`src/rtl/picorisc_mem_pkg.sv`:
```
// Shared types and constants for the picoRISC byte-serial data memory path.
package picorisc_mem_pkg;

  localparam int RAM_ADDR_W        = 8;
  localparam int RAM_DEPTH_DEFAULT = 200;

  typedef enum logic [1:0] {
    SZ_BYTE = 2'b00,
    SZ_HALF = 2'b01,
    SZ_WORD = 2'b10
  } size_t;

  typedef enum logic [2:0] {
    ST_IDLE,
    ST_STORE,
    ST_LOAD,
    ST_LAST,
    ST_DONE
  } lsu_state_t;

  // Bytes moved for an access size, clamped to the lanes the pipeline word has.
  function automatic int byte_count(input logic [1:0] size, input int nb);
    int k;
    case (size_t'(size))
      SZ_BYTE: k = 1;
      SZ_HALF: k = 2;
      default: k = 4;
    endcase
    if (k > nb) k = nb;
    return k;
  endfunction

endpackage

```
`src/rtl/ram_lsu.sv`:
```
// Byte-serial load/store initiator between the MEM stage and a byte-wide synchronous RAM.
// Optional end-address range check is compiled in with `define RAM_LSU_RANGE_CHECK_EN.
module ram_lsu
  import picorisc_mem_pkg::*;
#(
  parameter int n         = 32,
  parameter int MEM_DEPTH = RAM_DEPTH_DEFAULT
) (
  input  logic                  clk,
  input  logic                  reset,
  input  logic                  req,
  input  logic                  we,
  input  logic [1:0]            size,
  input  logic [7:0]            addr,
  input  logic [n-1:0]          wdata,
  output logic                  busy,
  output logic                  done,
  output logic                  err,
  output logic [n-1:0]          rdata,
  output logic                  ram_sw,
  output logic [RAM_ADDR_W-1:0] ram_addr,
  output logic [7:0]            ram_din,
  input  logic [7:0]            ram_dout
);

  localparam int NB = n / 8;
  localparam int IW = $clog2(NB + 1);

  lsu_state_t      state_reg, state_next;
  logic [IW-1:0]   idx_reg, idx_next;
  logic [IW-1:0]   k_reg, k_in;
  logic [7:0]      base_reg;
  logic [n-1:0]    wdata_reg;
  logic            accept;
  logic            last_byte;
  logic [7:0]      wbyte    [NB];
  logic [7:0]      shadow_reg [NB];
  logic [7:0]      rdata_reg  [NB];

  assign k_in      = IW'(byte_count(size, NB));
  assign last_byte = (idx_reg == k_reg - 1'b1);

`ifdef RAM_LSU_RANGE_CHECK_EN
  logic [8:0] end_addr;
  logic       range_bad;
  logic       err_reg;

  // End address is computed unwrapped so an access running past FF is also caught.
  assign end_addr  = {1'b0, addr} + 9'(k_in) - 9'd1;
  assign range_bad = int'(end_addr) >= MEM_DEPTH;
  assign err       = (state_reg == ST_DONE) && err_reg && !reset;

  always_ff @(posedge clk) begin
    if (reset) begin
      err_reg <= 1'b0;
    end else if (accept) begin
      err_reg <= range_bad;
    end
  end
`else
  assign err = 1'b0;
`endif

  always_comb begin
    state_next = state_reg;
    idx_next   = idx_reg;
    accept     = 1'b0;
    case (state_reg)
      ST_IDLE, ST_DONE: begin
        state_next = ST_IDLE;
        if (req) begin
          accept     = 1'b1;
          idx_next   = '0;
          state_next = we ? ST_STORE : ST_LOAD;
`ifdef RAM_LSU_RANGE_CHECK_EN
          if (range_bad) state_next = ST_DONE;
`endif
        end
      end
      ST_STORE: begin
        idx_next = idx_reg + 1'b1;
        if (last_byte) state_next = ST_DONE;
      end
      ST_LOAD: begin
        idx_next = idx_reg + 1'b1;
        if (last_byte) state_next = ST_LAST;
      end
      ST_LAST: state_next = ST_DONE;
      default: state_next = ST_IDLE;
    endcase
  end

  always_ff @(posedge clk) begin
    if (reset) begin
      state_reg <= ST_IDLE;
      idx_reg   <= '0;
      k_reg     <= '0;
      base_reg  <= '0;
      wdata_reg <= '0;
    end else begin
      state_reg <= state_next;
      idx_reg   <= idx_next;
      if (accept) begin
        k_reg     <= k_in;
        base_reg  <= addr;
        wdata_reg <= wdata;
      end
    end
  end

  // Strobe and done are gated by reset so an abort takes effect in the same cycle.
  assign busy     = (state_reg == ST_STORE) || (state_reg == ST_LOAD) || (state_reg == ST_LAST);
  assign done     = (state_reg == ST_DONE) && !reset;
  assign ram_sw   = (state_reg == ST_STORE) && !reset;
  assign ram_addr = ((state_reg == ST_STORE) || (state_reg == ST_LOAD))
                    ? base_reg + RAM_ADDR_W'(idx_reg) : '0;
  assign ram_din  = (state_reg == ST_STORE) ? wbyte[idx_reg] : '0;

  for (genvar gi = 0; gi < NB; gi++) begin : g_lane
    assign wbyte[gi]           = wdata_reg[8*gi +: 8];
    assign rdata[8*gi +: 8]    = rdata_reg[gi];

    // RAM read data lags the address by one cycle, so lane gi arrives when idx is gi+1.
    always_ff @(posedge clk) begin
      if (reset) begin
        shadow_reg[gi] <= '0;
        rdata_reg[gi]  <= '0;
      end else begin
        if (((state_reg == ST_LOAD) || (state_reg == ST_LAST)) && (int'(idx_reg) == gi + 1)) begin
          shadow_reg[gi] <= ram_dout;
        end
        if (state_reg == ST_LAST) begin
          if (int'(k_reg) == gi + 1) begin
            rdata_reg[gi] <= ram_dout;
          end else if (gi < int'(k_reg)) begin
            rdata_reg[gi] <= shadow_reg[gi];
          end else begin
            rdata_reg[gi] <= '0;
          end
        end
      end
    end
  end

endmodule

```
`config.mk`:
```
export PLATFORM = sky130hd
export DESIGN_NAME = ram_lsu
export DESIGN_NICKNAME = d
export VERILOG_FILES = /design/src/rtl/picorisc_mem_pkg.sv /design/src/rtl/ram_lsu.sv
export SDC_FILE = /design/constraint.sdc
export NUM_CORES = 1
export LEC_CHECK = 0
export CORE_MARGIN = 4
export CORE_UTILIZATION = 35
export DETAILED_ROUTE_END_ITERATION = 8
export PLACE_DENSITY_LB_ADDON = 0.15
export SYNTH_ARGS = -nofsm -noshare
export SYNTH_HDL_FRONTEND = slang
export SYNTH_SLANG_ARGS = --single-unit
```
`constraint.sdc`:
```
create_clock -name clk -period 4.54 [get_ports clk]
set_input_delay 1.135 -clock clk [delete_from_list [all_inputs] [get_ports clk]]
set_output_delay 1.135 -clock clk [all_outputs]
set_load 0.02 [all_outputs]
```
==> metrics.md <==
| Metric | Value |
|---|---|
| Status | finished, final reports clean |
| Starting density of the core | 35.9% |
| Netlist cell types | 48 |
| Diode count | 0 |
| Die width | 130 um |
| Resized cells post-CTS | 0 |
| Top-count cell post-synth | nand2_1 |
| Mean area per synthesized cell | 10.4 um^2 |
| Hold Vio Cnt, Final | 0 |
| Area growth, synth to finish | 32.2% |
| Port Buffer Count | 104 |
| Nets | 670 |
| Tmin final | 3.99 ns |
| Tcrit/Tclk final | 88.0% |
| Slew Viols, Final | 0 |
| Setup Buffers After CTS | 0 |
| DRT iter0 DRCs | 260 |
| Largest net degree at the start of global routing | 48 |
| Clk buf depth | 2 |
| Final setup viols | 0 |
| Flops & latches, synth | 113 |
| First-pass GRT wire length | 20200 um |
| Initial antenna violation count | 0 |
| Multi-input gate area | 0.00212 mm^2 |
| RSZ-0062 raised after global routing | false |
| Fin area | 0.00692 mm^2 |
| Crit path required time | 3.40 ns |
| CP cell instances | buf_4 > inv_1 > fa_1 > nor2b_1 > o2111ai_1 > xor2_1 > nor2_1 > clkdlybuf4s50_1 |
| Reg clk slew, reported paths | 0.05 ns |
| Top FF cell, synth | edfxtp_1 |
| Placed Area | 0.00638 mm^2 |
| CP max FO | 11 |
| Routed Antenna Nets | 0 |
| Detailed-route vias per instance | 4.93 |
| Largest family of logic cells by synthesized area | simple AND/OR/NAND/NOR gates |
| Post-synth ARST share | 0% |
| Max stage delay on crit path | 0.62 ns |
| EDFF count, synth | 64 |
| Slew at the pin with the worst max-slew slack | 0.733 ns |
| Cell count after synthesis | 505 |
| Fillers | 1367 |
| Die area | 0.0170 mm^2 |
| Compound-Gate Fraction of Synth Area | 10.4% |
| Top cell type's share of synthesized area | 36.7% |
| Die Span Y | 130 um |
| CP arrival | 2.86 ns |
| DP Wirelength | 8630 um |
| Final WL | 12400 um |
| Wire length per cell | 15.6 um |
| Hold Path Class | flip-flop to flip-flop |
| DR pass1 iterations | 5 |
| Vias in the first global route | 4019 |
| Total grt overflow | 0 |
| Mapped Nets | 574 |
| Max_cap viols | 0 |
| Gp weighted congestion | 0.809 |
| Max rail drop VDD | 0.000233 V |
| Top cells by area, synth | edfxtp_1, dfxtp_1, nand2_1, a21oi_1, and2_1 |
| Io pins | 106 |
| Seq. cell area | 0.00290 mm^2 |
| Share of layout cells above drive strength 1 | 8.47% |
| Setup_tns | 0 ns |
| Mux contribution to synthesized area | 4.97% |
| CP Class | flip-flop to primary output |
| CTS H-tree depth | 4 |
| Pwr dens | 413 mW/mm^2 |
| Simple-gate share of the synthesized area | 20.2% |
| DRC | 0 |
| Cell family with most CP delay | buffers and inverters |
| Via Count | 3932 |
| Max Clock Skew | 0.00960 ns |
| CTS buffer count | 17 |
| Synth Area in XOR/XNOR | 1.17% |
| Synth cell count leaders | nand2_1, edfxtp_1, a21oi_1 |
| F_max | 0.250 GHz |
| CTS tree | done |
| CTS sink cnt | 113 |
| Yosys top cell by area | edfxtp_1 |
| Slowest cell on the critical path | clkdlybuf4s50_1 |
| Worst-Skew Late Latency | 0.41 ns |
| Synth warn | 0 |
| Adder-cell area share of the yosys netlist | 3.73% |
| GRT Total Usage | 15.6% |
| Row count | 44 |
| Critical Path Sink Type | primary output |
| Core area | 0.0146 mm^2 |
| Post-Syn Area | 0.00523 mm^2 |
| Slew HR | 51.1% |
| Worst Path Buf+Inv | 3 |
| Root buffer cell | clkbuf_16 |
| CTS Hold Bufs | 0 |
| Startpoint Class | flip-flop |
| Seq/Total Area, Yosys | 55.5% |
| Leakage | 2.54 nW |
-- worst paths after layout --
check / endpoint / depth (start not counted) / slack [ns] / from
hold / removal: wdata_reg[17] / 2 / 0.45 / wdata_reg[17]
setup / recovery: ram_addr[6] / 8 / 0.55 / idx_reg[1]
hold reg to reg: wdata_reg[17] / 2 / 0.45 / wdata_reg[17]
setup reg to reg: rdata_reg[3][5] / 7 / 2.37 / k_reg[0]
-- worst reg2reg max path: cells and delay by family, from the launching register on --
kind / cells / cell delay [ns]
buffers and inverters: 2 / 0.17
flip-flops: 1 / 0.50
AND/OR/NAND/NOR: 2 / 0.14
adder cells (fa/ha/maj): 2 / 0.61
AO/OA/AOI/OAI: 1 / 0.41
-- cell usage in the layout (no fill, tap or decap), types with 6 or more instances in the layout --
cell type,netlist,layout
mux2i_1,8,8
and2_1,33,33
and3_1,9,9
a22oi_1,16,16
edfxtp_1,64,64
nand3_1,10,10
buf_4,9,6
dfxtp_1,49,49
nor2_1,44,44
a21oi_1,57,57
nand2_1,97,97
clkbuf_16,0,17
mux4_2,8,8
inv_1,10,10
ha_1,14,14
clkbuf_1,12,7
clkdlybuf4s50_1,0,103
xor2_1,6,6
-- metrics by stage --
step	hold WS, ns	util [%]	total power, W	cells	setup slack (ns)
floorplan	0.433	-	0.00151	505	1.37
global placement	0.444	43.7	0.00168	766	1.01
detailed placement	0.447	43.7	0.00169	766	0.987
CTS	0.453	47.4	0.00289	798	0.530
global route	0.484	47.4	0.00299	798	0.336
finish	0.452	47.4	0.00286	798	0.547
-- power breakdown --
part           total (W)  switching, W  internal (W)
Clock            0.00120      0.000422      0.000774
Combinational   0.000455      0.000255      0.000200
Sequential       0.00120     0.0000525       0.00115
-- layer usage --
metal  part of all wire [%]  vias to the layer above  GRT usage (%)
li1                       -                     1953              -
met1                     45                     1843           19.9
met2                     47                      115           24.4
met3                    6.2                       21           4.83
met4                    2.0                        0           6.60
met5                      0                        -              0
-- final cells by class --
class                      instances  share of cell area [%]
clock buffer                      26                    6.93
clock inverter                     6                   0.814
inverter                          11                   0.597
multi-input combinational        348                    30.7
sequential                       113                    42.0
tap                              184                    3.33
timing repair buffer             110                    15.6
-- logic make-up after synthesis --
| kind of cell | Yosys count |
|---|---|
| AOI/OAI and AO/OA | 90 |
| xor gates and xnor gates | 7 |
| adders and majority gates | 15 |
| buffers and inverters | 44 |
| DFF | 113 |
| muxes | 16 |
| other | 1 |
| and+or+nand+nor | 219 |
Note: power is estimated with default switching activity, not from simulation.
